`config.mk`:
```
export PLATFORM = sky130hd
export DESIGN_NAME = seg7_scan_ctrl
export DESIGN_NICKNAME = d
export VERILOG_FILES = /design/src/rtl/seg7_scan_ctrl.sv
export SDC_FILE = /design/constraint.sdc
export NUM_CORES = 1
export LEC_CHECK = 0
export CORE_UTILIZATION = 48
export DETAILED_ROUTE_END_ITERATION = 7
export PLACE_DENSITY = 0.75
export SLEW_MARGIN = 0
export SYNTH_ARGS = -nofsm -noshare
export SYNTH_HDL_FRONTEND = slang
export SYNTH_SLANG_ARGS = --single-unit
```
`constraint.sdc`:
```
create_clock -name clk -period 2.1 [get_ports clk]
set_clock_uncertainty 0.1 [all_clocks]
set_input_delay 0.21 -clock clk [delete_from_list [all_inputs] [get_ports clk]]
set_output_delay 0.21 -clock clk [all_outputs]
set_load 0.005 [all_outputs]
```
`src/rtl/seg7_scan_ctrl.sv`:
```
// Multiplexed 7-segment scan controller: double-buffered digits, blank-then-show slots,
// registered active-low anode/segment drive. Optional macro LEADING_ZERO_BLANK_EN.
module seg7_scan_ctrl #(
  parameter int NUM_DIGITS = 4,
  parameter int CLK_DIV    = 50000,
  parameter int BLANK_CYC  = 16
) (
  input  logic                    clk,
  input  logic                    rst,
  input  logic                    en,
  input  logic                    load,
  input  logic [4*NUM_DIGITS-1:0] digits_in,
  input  logic [NUM_DIGITS-1:0]   dp_in,
  output logic [3:0]              dig_4bits,
  input  logic [7:0]              seg7_dec,
  output logic [7:0]              seg7_out,
  output logic [NUM_DIGITS-1:0]   an,
  output logic                    frame_done
);

  localparam int IDX_W = $clog2(NUM_DIGITS);
  localparam int CNT_W = (CLK_DIV > 1) ? $clog2(CLK_DIV) : 1;

  typedef enum logic [1:0] {IDLE, BLANK, SHOW} state_t;

  state_t                  state, state_nxt;
  logic [CNT_W-1:0]        cnt, cnt_nxt;
  logic [IDX_W-1:0]        idx, idx_nxt;
  logic [4*NUM_DIGITS-1:0] pend, act;
  logic [NUM_DIGITS-1:0]   dp_pend, dp_act;
  logic                    wrap, enter, blank_cur;
  logic [NUM_DIGITS-1:0]   an_nxt;
  logic [7:0]              seg_nxt;

  assign dig_4bits = act[4*idx +: 4];

`ifdef LEADING_ZERO_BLANK_EN
  // zero_from[k]: digit k and every more significant digit hold 0
  logic [NUM_DIGITS-1:0] zero_from;
  for (genvar k = 0; k < NUM_DIGITS; k++) begin : g_lz
    assign zero_from[k] = ~|act[4*NUM_DIGITS-1:4*k];
  end
  assign blank_cur = (idx != '0) && zero_from[idx] && !dp_act[idx];
`else
  assign blank_cur = 1'b0;
`endif

  always_comb begin
    state_nxt = state;
    cnt_nxt   = cnt;
    idx_nxt   = idx;
    wrap      = 1'b0;
    enter     = 1'b0;
    case (state)
      IDLE: begin
        cnt_nxt = '0;
        idx_nxt = '0;
        if (en) begin
          state_nxt = BLANK;
          enter     = 1'b1;
        end
      end
      BLANK: begin
        cnt_nxt = cnt + 1'b1;
        if (cnt == CNT_W'(BLANK_CYC - 1)) state_nxt = SHOW;
      end
      SHOW: begin
        if (cnt == CNT_W'(CLK_DIV - 1)) begin
          state_nxt = BLANK;
          cnt_nxt   = '0;
          if (idx == IDX_W'(NUM_DIGITS - 1)) begin
            idx_nxt = '0;
            wrap    = 1'b1;
          end else begin
            idx_nxt = idx + 1'b1;
          end
        end else begin
          cnt_nxt = cnt + 1'b1;
        end
      end
      default: state_nxt = IDLE;
    endcase
    // Dropping en wins over any slot progress and suppresses frame_done
    if (!en) begin
      state_nxt = IDLE;
      cnt_nxt   = '0;
      idx_nxt   = '0;
      wrap      = 1'b0;
      enter     = 1'b0;
    end
  end

  // Outputs follow the current state, so they lag state/idx by one cycle; en=0 darkens at once
  always_comb begin
    an_nxt  = '1;
    seg_nxt = 8'hFF;
    if (en && state == SHOW && !blank_cur) begin
      an_nxt  = ~(NUM_DIGITS'(1) << idx);
      seg_nxt = {~dp_act[idx] & seg7_dec[7], seg7_dec[6:0]};
    end
  end

  always_ff @(posedge clk) begin
    if (rst) begin
      state      <= IDLE;
      cnt        <= '0;
      idx        <= '0;
      pend       <= '0;
      act        <= '0;
      dp_pend    <= '0;
      dp_act     <= '0;
      an         <= '1;
      seg7_out   <= 8'hFF;
      frame_done <= 1'b0;
    end else begin
      state      <= state_nxt;
      cnt        <= cnt_nxt;
      idx        <= idx_nxt;
      an         <= an_nxt;
      seg7_out   <= seg_nxt;
      frame_done <= wrap;
      if (load) begin
        pend    <= digits_in;
        dp_pend <= dp_in;
      end
      if (wrap || enter) begin
        act    <= load ? digits_in : pend;
        dp_act <= load ? dp_in : dp_pend;
      end
    end
  end

endmodule
```
==> flow_summary.yaml <==
job:
  drv_cap: 0
worst_setup_path:
  critPathSlowestCell: "or4_4"
  reg2reg_from: "cnt[4]$_SDFFE_PP0N_"
  critical_path_required_ns: 2.25
  rrSetupSlack_ns: -0.04
  path_max_fanout: 20
  ff2ff_path_depth: 6
  cp-end-kind: "flop"
  arrival_ns: 2.29
  worst-setup-path-type: "reg -> reg"
  cp_cell_sequence: "or4_4 > nor4_4 > nand4_1 > a21boi_2 > buf_12 > mux2_2"
  cp-start-kind: "flop"
  r2r-end: "act[11]$_SDFFE_PP0P_"
  cpPeakStageDelay_ns: 0.55
placement:
  dp_hpwl_um: 5020
  dp_cells: 476
  dpl-instance-area_mm2: 0.00404
  portBuffers: 48
  gp_routability_congestion: 0.888
worst_hold_path:
  hp-class: "in -> reg"
  hold_path_end: "seg7_out[1]$_SDFF_PP1_"
  min_from: "seg7_dec[1]"
  min_path_cells: 2
synthesis:
  synth_top_area_share_pct: 45.5
  netlist_instances: 329
  synth_ff_type: "dfxtp_1"
  yosysUniqueCellTypes: 46
  synth_nets: 370
  async_flop_share_pct: 0
  ys_warn_count: 0
  synth_edf_count: 0
  syn_area_per_cell_um2: 9.75
  ys_seq_area_share_pct: 45.5
  syn-cell-area_mm2: 0.00321
  synth.most_common_cell: "dfxtp_1"
  synth_top_cell_by_area: "dfxtp_1"
  synthTopCellsByArea: "dfxtp_1 46%, mux2_2 7.0%, mux2i_1 6.9%"
  synth_commonest_cells: "73 x dfxtp_1, 31 x nor2_1, 28 x nand2_1"
  ys_ff_latch: 73
global_route:
  antenna_found_initial: 0
  gr-total-overflow: 0
  grt_max_degree: 41
  grt_util_all_layers_pct: 21.4
  grt_pass1_wl_um: 11700
  grt_pass1_vias: 2451
clocking:
  cts_root_buf: "clkbuf_8"
  worst_skew_pair.late_latency_ns: 0.37
  clock_path_buffers: 2
  cts_max_level: 3
  cts_tree: "built"
  cts.clk_slew.worst_paths_ns: 0.08
  clkSinkCount: 73
  numCtsBuffers: 9
timing:
  hold_viol_final: 0
  rsz0062_at_grt: "yes"
  worstMarginPinSlew_ns: 0.411
  drv_slew: 0
  fmax_mhz: 468
  worst_slack_ns: -0.0373
  min_period_ns: 2.14
  period_share_pct: 102
  relSlewSlack_pct: 72.6
  finalSetupViolCount: 20
floorplan:
  start_util_pct: 50.3
  core_area_mm2: 0.00639
  die_area_mm2: 0.00702
  ios: 49
  chipWidth_um: 83.8
  num_rows: 29
  die_y_um: 83.8
layout:
  design_area_mm2: 0.00438
  drive_above_1_share_pct: 27.8
  diodes: 0
  nets: 454
  stdcell_count: 495
  area_growth_pct: 36.5
  fill_cells: 491
power:
  vdd_drop_max_v: 0.000436
  p_leak_uw: 0.00175
  power_density_mw_per_mm2: 647
route:
  drcViolationCount: 0
  routed_via_density: 5.36
  wl_met1_um: 3450
  drtIter0Drc: 148
  first_pass_iters: 4
  vias: 2655
  wl_met2_um: 3430
  wl_per_cell_um: 15.0
  met3WireLength_um: 419
  wl_um: 7430
  detail-route-antenna-nets: 0
  top_layer: "met4"
status:
  violations: "setup timing"
  status: "finished, violations left"
## repair_timing
action / 4_1_cts / 5_1_grt
buffers inserted: 1 / 2
resized for setup: 9 / 27
hold buffers: 0 / 0
setup endpoints to repair: 32 / 34
pin swaps: 3 / 4
## cell usage in the layout (no fill, tap or decap), types with 3 or more instances in the layout
cell / Yosys / routed
dfxtp_1: 73 / 64
clkdlybuf4s50_1: 0 / 48
buf_4: 0 / 41
nor2_1: 31 / 31
nand2_1: 28 / 27
mux2i_1: 22 / 22
nor2b_1: 21 / 21
mux2_2: 20 / 20
nand3_1: 10 / 10
nand2b_1: 9 / 9
clkbuf_8: 0 / 9
inv_1: 10 / 8
o21ai_0: 7 / 7
nand4_1: 6 / 6
mux4_2: 5 / 5
nor3_1: 7 / 5
a31oi_1: 5 / 5
a21oi_1: 6 / 5
ha_1: 9 / 5
dfxtp_2: 0 / 5
dfxtp_4: 0 / 4
or3_1: 3 / 3
or4_1: 4 / 3
a211oi_1: 3 / 3
o32ai_1: 3 / 3
## registers in the layout, summed over array words and instances, names as in the netlist, 4 cells and up
signal / count
act: 16
cnt: 16
pend: 16
seg7_out: 8
an: 4
dp_act: 4
dp_pend: 4
## worst max path at each step
stage,startpoint,endpoint,slack [ns],depth (start not counted)
3_5_place_dp,cnt[4]$_SDFFE_PP0N_,act[14]$_SDFFE_PP0P_,-0.16,6
6_report,cnt[4]$_SDFFE_PP0N_,act[11]$_SDFFE_PP0P_,-0.04,6
5_1_grt,cnt[4]$_SDFFE_PP0N_,act[7]$_SDFFE_PP0P_,-0.07,6
4_1_cts,cnt[4]$_SDFFE_PP0N_,act[11]$_SDFFE_PP0P_,-0.05,6
2_1_floorplan,state[0]$_SDFFE_PP0P_,cnt[15]$_SDFFE_PP0N_,0.0005,8
3_3_place_gp,cnt[4]$_SDFFE_PP0N_,act[0]$_SDFFE_PP0P_,-0.12,6
## layer usage
layer	track usage, %	vias to the layer above
li1	-	1327
met3	5.14	9
met1	28.5	1247
met2	32.5	72
met5	0	-
met4	10.2	0
## layout make-up
cell class / instances / area (um^2) / share of cell area (%)
clock buffer: 9 / 124 / 2.83
clock inverter: 7 / 77.6 / 1.77
inverter: 10 / 42.5 / 0.971
multi-input combinational: 228 / 1730 / 39.5
sequential: 73 / 1480 / 33.8
tap: 77 / 96.3 / 2.20
timing repair buffer: 91 / 828 / 18.9
## per-stage QoR
| stage | hold slack, ns | util (%) | total power (uW) | setup WS, ns | setup TNS [ns] |
|---|---|---|---|---|---|
| 6_report | 0.306 | 68.6 | 2840 | -0.0373 | -0.530 |
| 5_1_grt | 0.306 | 68.6 | 2940 | -0.0656 | -1.14 |
| 4_1_cts | 0.301 | 67.1 | 2840 | -0.0494 | -0.824 |
| 3_5_place_dp | 0.402 | 63.3 | 1730 | -0.159 | -3.20 |
| 3_3_place_gp | 0.384 | 63.3 | 1730 | -0.123 | -2.59 |
| 2_1_floorplan | 0.211 | - | 1610 | 0.000494 | 0 |
## cell families (layout without fill, tap and decap cells)
family                     count (synthesis)  after routing  synth area share (%)
muxes                                     47             47                  17.4
and+or+nand+nor                          136            136                  22.4
buffers and inverters                     28            117                  3.47
xor gates and xnor gates                   2              2                 0.546
adders and majority gates                  9              9                  3.51
DFF                                       73             73                  45.5
AOI/OAI and AO/OA                         34             34                  7.17
## report_power, final
| group | internal [uW] | switching (uW) | leakage, uW | total, uW |
|---|---|---|---|---|
| registers | 1430 | 19.7 | 0.000601 | 1450 |
| logic | 162 | 103 | 0.00105 | 264 |
| clock network | 558 | 568 | 0.000100 | 1130 |
| total | 2150 | 691 | 0.00175 | 2840 |
## worst max-delay path: cells and delay by family, from the launching register on
family / cells / cell delay, ns
buffers and inverters: 1 / 0.18
AND/OR/NAND/NOR: 3 / 0.87
flip-flops: 1 / 0.32
AO/OA/AOI/OAI: 1 / 0.21
multiplexers: 1 / 0.34
No activity file was read; power rests on OpenSTA's default activity.
